<file path="config.mk">
export PLATFORM = sky130hd
export DESIGN_NAME = muldiv_unit_flat
export DESIGN_NICKNAME = d
export VERILOG_FILES = /design/src/rtl/muldiv_pkg.sv /design/src/rtl/muldiv_if.sv /design/src/rtl/muldiv_step.sv /design/src/rtl/muldiv_unit.sv /design/src/flat_wrapper.sv
export SDC_FILE = /design/constraint.sdc
export NUM_CORES = 1
export LEC_CHECK = 0
export BUFFER_PORTS_ARGS = -buffer_cell sky130_fd_sc_hd__buf_2
export CAP_MARGIN = 15
export CORE_ASPECT_RATIO = 1.4
export CORE_MARGIN = 1.5
export CORE_UTILIZATION = 40
export CTS_BUF_LIST = sky130_fd_sc_hd__clkbuf_16
export DETAILED_ROUTE_END_ITERATION = 10
export HOLD_SLACK_MARGIN = 0.1
export PLACE_DENSITY = 0.62
export SLEW_MARGIN = 20
export SYNTH_ARGS = -nofsm -noshare
export SYNTH_HDL_FRONTEND = slang
export SYNTH_SLANG_ARGS = --single-unit
</file>
<file path="constraint.sdc">
create_clock -name clk -period 4.3 [get_ports clk]
set_clock_uncertainty 0.05 [all_clocks]
set_input_delay 0.86 -clock clk [delete_from_list [all_inputs] [get_ports clk]]
set_output_delay 0.86 -clock clk [all_outputs]
set_load 0.03 [all_outputs]
</file>
<file path="src/rtl/muldiv_pkg.sv">
// Shared constants and encodings for the iterative multiply/divide unit.
package muldiv_pkg;

  localparam int unsigned MD_WIDTH = 32;
  localparam int unsigned MD_ITER  = MD_WIDTH;

  typedef enum logic [1:0] {
    OP_MULTU = 2'b00,
    OP_MULT  = 2'b01,
    OP_DIVU  = 2'b10,
    OP_DIV   = 2'b11
  } op_e;

  typedef enum logic [1:0] {
    S_IDLE = 2'b00,
    S_CALC = 2'b01,
    S_FIX  = 2'b10,
    S_DONE = 2'b11
  } state_e;

endpackage

</file>
<file path="src/rtl/muldiv_if.sv">
// Datapath-to-muldiv request/response bundle; the datapath is the master.
interface muldiv_if;
  import muldiv_pkg::*;

  logic                start;
  op_e                 op;
  logic [MD_WIDTH-1:0] alu_src1;
  logic [MD_WIDTH-1:0] alu_src2;
  logic                hi_we;
  logic                lo_we;
  logic [MD_WIDTH-1:0] wr_data;
  logic                busy;
  logic                done;
  logic [MD_WIDTH-1:0] hi;
  logic [MD_WIDTH-1:0] lo;
  logic                div_by_zero;

  modport master (
    output start, op, alu_src1, alu_src2, hi_we, lo_we, wr_data,
    input  busy, done, hi, lo, div_by_zero
  );

  modport slave (
    input  start, op, alu_src1, alu_src2, hi_we, lo_we, wr_data,
    output busy, done, hi, lo, div_by_zero
  );
endinterface

</file>
<file path="src/rtl/muldiv_step.sv">
// One iteration: shift-add multiply step or restoring divide step on a {hi,lo} accumulator.
module muldiv_step #(
  parameter int unsigned WIDTH = 32
) (
  input  logic [2*WIDTH-1:0] acc,
  input  logic [WIDTH-1:0]   operand,
  input  logic               is_div,
  output logic [2*WIDTH-1:0] acc_next_c
);

  logic [WIDTH:0] sum;
  logic [WIDTH:0] shifted_rem;
  logic           ge;

  always_comb begin
    sum         = {1'b0, acc[2*WIDTH-1:WIDTH]} + (acc[0] ? {1'b0, operand} : '0);
    // remainder shifted left by one with the next dividend bit: a 33-bit trial value
    shifted_rem = acc[2*WIDTH-1:WIDTH-1];
    ge          = (shifted_rem >= {1'b0, operand});
    acc_next_c  = {sum, acc[WIDTH-1:1]};
    if (is_div) begin
      if (ge) acc_next_c = {WIDTH'(shifted_rem - {1'b0, operand}), acc[WIDTH-2:0], 1'b1};
      else    acc_next_c = {acc[2*WIDTH-2:0], 1'b0};
    end
  end

endmodule

</file>
<file path="src/rtl/muldiv_unit.sv">
// Iterative mult/multu/div/divu engine holding the architectural HI/LO registers.
module muldiv_unit
  import muldiv_pkg::*;
#(
  parameter int unsigned WIDTH = MD_WIDTH,
  parameter int unsigned ITER  = MD_ITER
) (
  input  logic     clk,
  input  logic     reset,
  muldiv_if.slave  bus
);

  localparam int unsigned CNT_W = (ITER > 1) ? $clog2(ITER) : 1;

  state_e             state_q, state_d;
  logic [CNT_W-1:0]   count_q;
  logic [2*WIDTH-1:0] acc_q;
  logic [2*WIDTH-1:0] acc_next_c;
  logic [WIDTH-1:0]   operand_q;
  logic               is_div_q, neg_res_q, neg_rem_q, dbz_q;

  logic               start_div, start_signed, sign1, sign2;
  logic [WIDTH-1:0]   mag1, mag2;
  logic [2*WIDTH-1:0] prod_c;
  logic [WIDTH-1:0]   quot_c, rem_c, res_hi_c, res_lo_c;

  muldiv_step #(.WIDTH(WIDTH)) u_step (
    .acc        (acc_q),
    .operand    (operand_q),
    .is_div     (is_div_q),
    .acc_next_c (acc_next_c)
  );

  // Operand magnitudes and result signs captured at start
  always_comb begin
    start_div    = (bus.op == OP_DIVU) || (bus.op == OP_DIV);
    start_signed = (bus.op == OP_MULT) || (bus.op == OP_DIV);
    sign1        = start_signed && bus.alu_src1[WIDTH-1];
    sign2        = start_signed && bus.alu_src2[WIDTH-1];
    mag1         = sign1 ? -bus.alu_src1 : bus.alu_src1;
    mag2         = sign2 ? -bus.alu_src2 : bus.alu_src2;
  end

  // Sign fix-up; a zero divisor forces an all-ones quotient
  always_comb begin
    prod_c   = neg_res_q ? -acc_q : acc_q;
    quot_c   = neg_res_q ? -acc_q[WIDTH-1:0] : acc_q[WIDTH-1:0];
    rem_c    = neg_rem_q ? -acc_q[2*WIDTH-1:WIDTH] : acc_q[2*WIDTH-1:WIDTH];
    res_hi_c = prod_c[2*WIDTH-1:WIDTH];
    res_lo_c = prod_c[WIDTH-1:0];
    if (is_div_q) begin
      res_hi_c = rem_c;
      res_lo_c = dbz_q ? '1 : quot_c;
    end
  end

  always_comb begin
    state_d = state_q;
    unique case (state_q)
      S_IDLE:  if (bus.start) state_d = S_CALC;
      S_CALC:  if (count_q == CNT_W'(ITER - 1)) state_d = S_FIX;
      S_FIX:   state_d = S_DONE;
      S_DONE:  state_d = S_IDLE;
      default: state_d = S_IDLE;
    endcase
  end

  always_ff @(posedge clk) begin
    if (reset) begin
      state_q         <= S_IDLE;
      count_q         <= '0;
      acc_q           <= '0;
      operand_q       <= '0;
      is_div_q        <= 1'b0;
      neg_res_q       <= 1'b0;
      neg_rem_q       <= 1'b0;
      dbz_q           <= 1'b0;
      bus.hi          <= '0;
      bus.lo          <= '0;
      bus.busy        <= 1'b0;
      bus.done        <= 1'b0;
      bus.div_by_zero <= 1'b0;
    end else begin
      state_q  <= state_d;
      bus.busy <= (state_d != S_IDLE);
      bus.done <= (state_d == S_DONE);
      unique case (state_q)
        S_IDLE: begin
          if (bus.hi_we) bus.hi <= bus.wr_data;
          if (bus.lo_we) bus.lo <= bus.wr_data;
          if (bus.start) begin
            is_div_q        <= start_div;
            neg_res_q       <= sign1 ^ sign2;
            neg_rem_q       <= sign1;
            dbz_q           <= start_div && (bus.alu_src2 == '0);
            bus.div_by_zero <= 1'b0;
            count_q         <= '0;
            acc_q           <= {WIDTH'(0), mag1};
            operand_q       <= mag2;
          end
        end
        S_CALC: begin
          acc_q   <= acc_next_c;
          count_q <= count_q + CNT_W'(1);
        end
        S_FIX: begin
          bus.hi          <= res_hi_c;
          bus.lo          <= res_lo_c;
          bus.div_by_zero <= dbz_q;
        end
        default: ;
      endcase
    end
  end

endmodule

</file>
<file path="src/flat_wrapper.sv">
// flat-port wrapper written by rule: the top's interface ports become plain ports
module muldiv_unit_flat import muldiv_pkg::*;
#(
  parameter int unsigned WIDTH = MD_WIDTH,
  parameter int unsigned ITER  = MD_ITER
)
  (clk, reset, bus_start, bus_op, bus_alu_src1, bus_alu_src2, bus_hi_we, bus_lo_we, bus_wr_data, bus_busy, bus_done, bus_hi, bus_lo, bus_div_by_zero);
  muldiv_if bus_i ();
  input  logic clk;
  input  logic reset;
  input wire logic [$bits(bus_i.start)-1:0] bus_start;
  input wire logic [$bits(bus_i.op)-1:0] bus_op;
  input wire logic [$bits(bus_i.alu_src1)-1:0] bus_alu_src1;
  input wire logic [$bits(bus_i.alu_src2)-1:0] bus_alu_src2;
  input wire logic [$bits(bus_i.hi_we)-1:0] bus_hi_we;
  input wire logic [$bits(bus_i.lo_we)-1:0] bus_lo_we;
  input wire logic [$bits(bus_i.wr_data)-1:0] bus_wr_data;
  output wire logic [$bits(bus_i.busy)-1:0] bus_busy;
  output wire logic [$bits(bus_i.done)-1:0] bus_done;
  output wire logic [$bits(bus_i.hi)-1:0] bus_hi;
  output wire logic [$bits(bus_i.lo)-1:0] bus_lo;
  output wire logic [$bits(bus_i.div_by_zero)-1:0] bus_div_by_zero;
  assign bus_i.start = bus_start;
  assign bus_i.op = bus_op;
  assign bus_i.alu_src1 = bus_alu_src1;
  assign bus_i.alu_src2 = bus_alu_src2;
  assign bus_i.hi_we = bus_hi_we;
  assign bus_i.lo_we = bus_lo_we;
  assign bus_i.wr_data = bus_wr_data;
  assign bus_busy = bus_i.busy;
  assign bus_done = bus_i.done;
  assign bus_hi = bus_i.hi;
  assign bus_lo = bus_i.lo;
  assign bus_div_by_zero = bus_i.div_by_zero;
  muldiv_unit #(.WIDTH(WIDTH), .ITER(ITER)) u_core (.clk(clk), .reset(reset), .bus(bus_i));
endmodule
</file>
# Yosys cells after proc, flatten, opt, wreduce, memory -nomap -nowiden
# Cells that the tools add are included.
# W data, S select, Z words.
[word_totals]
ff_bits = 174
input_bits = 103
word_cells = 73
[classes]
n_addsub = 8
n_lt_le_gt_ge = 1
n_eq_ne = 11
n_mux = 24
n_bitwise = 1
n_reduce_logical = 15
[op_table]
columns = ["op", "n"]
rows = [
  ["$mux W32", 10],
  ["$mux W64", 4],
  ["$neg A32 Y32", 4],
  ["$pmux W32 S2", 2],
  ["$pmux W64 S2", 1],
  ["$neg A64 Y64", 1],
  ["$add A32 B32 Y33", 1],
  ["$ge A33 B32 Y1", 1],
  ["$logic_not A32 Y1", 1],
  ["$sub A32 B32 Y32", 1],
  ["$eq A2 B2 Y1 const B", 5],
  ["$pmux W5 S2", 1],
  ["$reduce_and A2 Y1", 5],
  ["$pmux W2 S4", 1],
  ["$ne A2 B2 Y1 const B", 3],
  ["$reduce_bool A2 Y1", 3],
  ["$add A5 B1 Y5 const B", 1],
  ["$eq A5 B5 Y1 const B", 1],
  ["$mux W5", 1],
  ["$eq A2 B1 Y1 const B", 2],
  ["$mux W2", 2],
  ["$logic_and A1 B1 Y1", 3],
  ["$logic_not A2 Y1", 1],
  ["$logic_or A1 B1 Y1", 2],
  ["3 further kinds", 3],
]

# Longest topological paths before layout
[logic_depth]
word_depth = 6
mapped_depth = 14
mapped_depth_nobuf = 13

# By module
# A second synthesis with hierarchy kept.
[hier_totals]
cells_unflattened = 1974
area_unflattened_um2 = 14901.8
[modules_own_cells]
columns = ["module", "n_inst", "cells_per_inst", "area_each_um2", "seq_area_each_um2"]
rows = [
  ["muldiv_unit", 1, 1328, 10318.6, 3483.3],
  ["muldiv_step", 1, 646, 4583.1, 0.0],
]

# Least setup slack after synthesis
# Ideal clock, no wire load.
[synth_path]
kind = "input -> register"
start = "input port bus_alu_src2[0]"
end = "register u_core.operand_q[27]"
t_arrival_ps = 3471
required_time_ps = 4164
setup_slack_ps = 693
path_stages = 8
n_path_buf = 0
cell_sequence = "or4_1 > or4_4 > or3_1 > or4_4 > or3_4 > o41ai_4 > xor2_1 > a211oi_1"
[synth_between]
elab_chain_len = 2
[synth_rtl]
columns = ["item", "line", "source"]
rows = [
  ["from (decl)", "flat_wrapper.sv:14", "input wire logic [$bits(bus_i.alu_src2)-1:0] bus_alu_src2;"],
  ["$neg A32 Y32", "muldiv_unit.sv:41", "mag2 = sign2 ? -bus.alu_src2 : bus.alu_src2;"],
  ["$mux W32", "muldiv_unit.sv:41", ""],
  ["to (signal assigned)", "muldiv_unit.sv:99", "operand_q <= mag2;"],
  ["to (decl)", "muldiv_unit.sv:19", "logic [WIDTH-1:0] operand_q;"],
]
# No other way between the ends.
# A chain may end at the register's enable or synchronous reset.

# Final worst setup path
[layout_path]
start = "register u_core.acc_q[13]"
end = "register u_core.bus.hi[31]"
[layout_between]
elab_chain_len = 4
[layout_rtl]
columns = ["item", "line", "source"]
rows = [
  ["from (decl)", "muldiv_unit.sv:17", "logic [2*WIDTH-1:0] acc_q;"],
  ["from (signal assigned)", "muldiv_unit.sv:98", "acc_q <= {WIDTH'(0), mag1};"],
  ["from (signal assigned)", "muldiv_unit.sv:103", "acc_q <= acc_next_c;"],
  ["$neg A64 Y64", "muldiv_unit.sv:46", "prod_c = neg_res_q ? -acc_q : acc_q;"],
  ["$mux W64", "muldiv_unit.sv:46", ""],
  ["$mux W32", "muldiv_unit.sv:51", "if (is_div_q) begin"],
  ["$pmux W32 S2", "muldiv_unit.sv:87", "unique case (state_q)"],
  ["to (signal assigned)", "muldiv_unit.sv:89", "if (bus.hi_we) bus.hi <= bus.wr_data;"],
  ["to (signal assigned)", "muldiv_unit.sv:107", "bus.hi <= res_hi_c;"],
  ["to (decl)", "muldiv_if.sv:25", "output busy, done, hi, lo, div_by_zero"],
]
# No other way between the ends.

==> summary by stage <==
Route
The via density per instance is 5.90. The total vias in the final route is 14,784. The residual DRC count is 0. The highest metal layer carrying signal wires in the routed design is met4. The length of routed met3 wiring is 2060 um. The final routed wirelength across all metal layers is 51,700 um. Dividing the detail-routed wire length by the instance count gives 20.6 um. The sum of routed wire segments on met1 is 20,000 um. The first detailed-routing pass ran for 5 iterations. The total length of routed met2 wires is about 26,000 um. For this block, the initial DRC count from the detailed router was roughly 1,200.

The count of antenna-violating nets left after detailed routing is 0.

STA
The final hold violation count is 0. In the finished design, the share of the clock period the worst path needs comes to 83.7%. At the pin with the least slew margin, the transition time is 1.05 ns. Counting I/O delays and the setup requirement, the final critical path takes between 3 and 4 ns. The worst pin sits at a relative slew slack of 30.1%.

Based on the critical path, the design can be clocked at up to 278 MHz. Setup total negative slack on the finished layout was measured at 0 ns. The final-report max-slew violation count is 0. Setup repair after global routing left no endpoint under its margin. Setup violations remaining at the end of the flow were counted as 0.

Floorplanning
The number of placement rows is 81. Once the floorplan was initialized, standard cells occupied 40.5% of the core. Measured along the y axis, the die boundary spans 225 um.

The x dimension of the die is 162 um. The floorplan die area is ~36,000 um2. After floorplanning, the core was sized to cover 34,800 um2. For this design the top-level I/O count stands at 170.

Worst hold path
The type of the worst min-delay path is flip-flop to flip-flop. Along the worst hold path, the cell count comes to 2.

Clock network
The total clock sinks is 174. The number of hold buffers added after CTS was 0. The number of CTS-inserted buffers is 17.

The post-CTS clock slew at the launch and capture registers of the worst setup and hold paths is approximately 0.070 ns. CTS built an H-tree with a depth of 4. TritonCTS built the clock tree. The later pin in the worst-skew pair is clocked with a latency of between 0.4 and 0.5 ns. The number of resized instances in the post-cts repair step is 0.

The longest clock path from root to sink contains 2 buffers. The total setup buffers inserted after CTS is 0. CTS placed an instance of sky130_fd_sc_hd__clkbuf_16 at the clock tree root.

Finish
The post-layout net count is 2,210. The layout cell share with drive strength beyond 1 is between 10% and 20%. The area of all placed cells without fillers is 15,900 um2.

The area growth from synthesis to layout is 13.1%. The number of antenna diodes in the final layout is 0. The number of filler instances in the final layout is between 3,000 and 4,000.

Synth
Yosys attributes the largest share of cell area to sky130_fd_sc_hd__dfxtp_1 25%, sky130_fd_sc_hd__a21oi_1 6.6%, sky130_fd_sc_hd__nor2_1 6.4%. The sequential-to-total area share from yosys stat is 24.8%. The number of flops mapped to enable cells by yosys is 0. The synthesis warning total is 0.

After synthesis the netlist holds a flip-flop and latch count of 174. The fraction of the mapped netlist area in adder cells is under 10%. The biggest area contributor in the post-synthesis netlist is sky130_fd_sc_hd__dfxtp_1. The share of cell area taken by muxes after synthesis is 2.43%. The predominant post-synthesis flop cell is sky130_fd_sc_hd__dfxtp_1. Of the total synthesized cell area, the portion taken by AND, OR, NAND and NOR gates is 22.0%. The area share of the leading cell type in the synthesized netlist is 24.8%. The largest family of logic cells by synthesized area is compound AO/OA/AOI/OAI gates. The synthesized instance count is 1,942.

The synthesized netlist devotes a little over a tenth of its cell area to XOR and XNOR gates. The post-synth net total is 2,117. The synthesized netlist contains 70 unique library cells. The post-synthesis cell area is 14,100 um2. The commonest cells after synthesis are 241 x sky130_fd_sc_hd__nor2_1, 217 x sky130_fd_sc_hd__nand2_1, 186 x sky130_fd_sc_hd__a21oi_1, 174 x sky130_fd_sc_hd__dfxtp_1, 122 x sky130_fd_sc_hd__clkbuf_1. The dominant cell by count in the synthesized netlist is sky130_fd_sc_hd__nor2_1. The synthesized area per cell is 7.25 um2.

The async set or reset register ratio after synthesis is 0%. The complex-gate fraction of the synthesized area is 28.2%.

Setup path
The delay of the slowest cell on the worst path is between 0.6 and 0.7 ns. Grouping stages by cell kind, the critical path spends the most delay in simple AND/OR/NAND/NOR gates. In this run the number of cells on the critical path is 10. The worst setup path is launched from a flip-flop.

The worst endpoint data arrival time is 3.91 ns. The type of the worst setup path is flip-flop to flip-flop. The maximum fanout count along the critical path is 10. Data on the critical path is required at its endpoint by 4.61 ns. The worst register-to-register path has a depth of 10. The cell that appears most often on the critical path is sky130_fd_sc_hd__nor4_1. The number of buffers and inverters on the critical path is 1. The slowest stage cell on the critical path is sky130_fd_sc_hd__or4_1. The critical path goes through or4_1 -> nor4_1 -> nand4b_1 -> buf_4 -> nor4_1 -> a211oi_1 -> nor3_1 -> xnor2_1 -> nand2_1 -> a311oi_1. The type of element capturing the critical path is a flip-flop.

Place
The global placer's final weighted congestion is 0.993. Once placement finished, the instance area stood at 15,300 um2. The count of buffers inserted at the top-level ports is about 170. The detailed-placement wirelength estimate is 39,800 um.

GRT
Entering global routing, the biggest net connects between 70 and 80 pins. For this run the aggregate overflow at the end of global routing stands at 0. The total global routing track utilization is 27.7%. The initial antenna violation count came to 0. The first-pass GRT wire length is 78,000 um.

The number of global-route vias before repair came to 14,089.

Power
For this design the static power due to leakage is 6.55 nW. Dividing total power by cell area gives a power density of 320 nW/um2. The total power is 5.09 mW.

The peak supply drop is 0.357 mV.

Run
Max-cap violations in this run came to 0.

Run status
The run finished with clean final reports.
## final timing paths
path	startpoint	endpoint	slack [ns]
setup reg to reg	u_core.acc_q[13]	u_core.bus.hi[31]	0.70
hold / removal	u_core.bus.lo[2]	u_core.bus.lo[2]	0.40
setup / recovery	u_core.acc_q[13]	u_core.bus.hi[31]	0.70
hold reg to reg	u_core.bus.lo[2]	u_core.bus.lo[2]	0.40
## report_power, final
group / leakage [nW] / switching, mW / internal, mW
clock network: 0.285 / 0.720 / 0.854
registers: 1.43 / 0.133 / 1.73
logic: 4.83 / 1.07 / 0.576
total: 6.55 / 1.93 / 3.16
## kinds of logic (layout without fill, tap and decap cells)
kind of cell / after synthesis / in the layout
compound gates: 607 / 607
xor+xnor: 171 / 171
fa+ha+maj: 72 / 72
buf+inv: 203 / 309
flops: 174 / 174
mux: 34 / 34
simple gates: 681 / 681
## through the flow
| step | std cells | util, % | hold WS, ns | setup WS (ns) |
|---|---|---|---|---|
| 2_1_floorplan | 1942 | - | 0.382 | 0.693 |
| 3_3_place_gp | 2472 | 44.1 | 0.388 | 0.424 |
| 3_5_place_dp | 2472 | 44.1 | 0.393 | 0.421 |
| 4_1_cts | 2504 | 45.8 | 0.402 | 0.783 |
| 5_1_grt | 2504 | 45.8 | 0.424 | 0.558 |
| 6_report | 2504 | 45.8 | 0.401 | 0.700 |
## cells in the final DEF, fill, tap and decap left out, types with 10 or more instances in the layout
cell	synthesis	final
sky130_fd_sc_hd__o31ai_1	31	31
sky130_fd_sc_hd__nor2_1	241	238
sky130_fd_sc_hd__nor2b_1	12	10
sky130_fd_sc_hd__nor4_1	17	17
sky130_fd_sc_hd__nand2b_1	24	24
sky130_fd_sc_hd__xnor2_1	101	101
sky130_fd_sc_hd__mux2i_1	33	33
sky130_fd_sc_hd__nor3_1	43	43
sky130_fd_sc_hd__and3_1	11	11
sky130_fd_sc_hd__xor2_1	70	70
sky130_fd_sc_hd__clkbuf_16	0	17
sky130_fd_sc_hd__inv_1	65	67
sky130_fd_sc_hd__buf_4	0	42
sky130_fd_sc_hd__nand2_1	217	217
sky130_fd_sc_hd__nand3_1	30	30
sky130_fd_sc_hd__buf_2	2	168
sky130_fd_sc_hd__a221o_1	16	16
sky130_fd_sc_hd__o211ai_1	28	28
sky130_fd_sc_hd__a21oi_1	186	185
sky130_fd_sc_hd__or4_1	16	16
sky130_fd_sc_hd__a21o_1	20	20
sky130_fd_sc_hd__o41ai_1	11	11
sky130_fd_sc_hd__o21ai_0	120	120
sky130_fd_sc_hd__a211oi_1	65	65
sky130_fd_sc_hd__ha_1	70	70
sky130_fd_sc_hd__nand4_1	12	12
sky130_fd_sc_hd__dfxtp_1	174	173
sky130_fd_sc_hd__a2111oi_0	14	14
sky130_fd_sc_hd__o221ai_1	28	28
sky130_fd_sc_hd__or3_1	17	17
## worst min-delay path, stage by stage, from the launching register on
cell and delay [ns]:
sky130_fd_sc_hd__dfxtp_1 0.31, sky130_fd_sc_hd__nand2_1 0.05, sky130_fd_sc_hd__a21oi_1 0.05
## layer usage
| layer | global-route usage, % | vias up |
|---|---|---|
| met2 | 50.0 | 442 |
| met4 | 18.6 | 0 |
| met1 | 30.0 | 7038 |
| met3 | 3.72 | 112 |
| li1 | - | 7192 |
| met5 | 0 | - |
## registers in the layout, summed over array words and instances (netlist names)
name                    flops
u_core.acc_q               64
u_core.bus.busy             1
u_core.bus.div_by_zero      1
u_core.bus.done             1
u_core.bus.hi              32
u_core.bus.lo              32
u_core.count_q              5
u_core.dbz_q                1
u_core.is_div_q             1
u_core.neg_rem_q            1
u_core.neg_res_q            1
u_core.operand_q           32
u_core.state_q              2
## layout make-up
cell class | count | area (um2) | area share, %
multi-input cells | 1565 | 9860 | 62.0
flip-flops and latches | 174 | 3480 | 21.9
inverters | 66 | 248 | 1.56
clock buffers | 17 | 425 | 2.67
well taps | 456 | 571 | 3.59
repair buffers | 211 | 1180 | 7.39
clock inverters | 15 | 148 | 0.928
(Power assumes the default switching activity.)
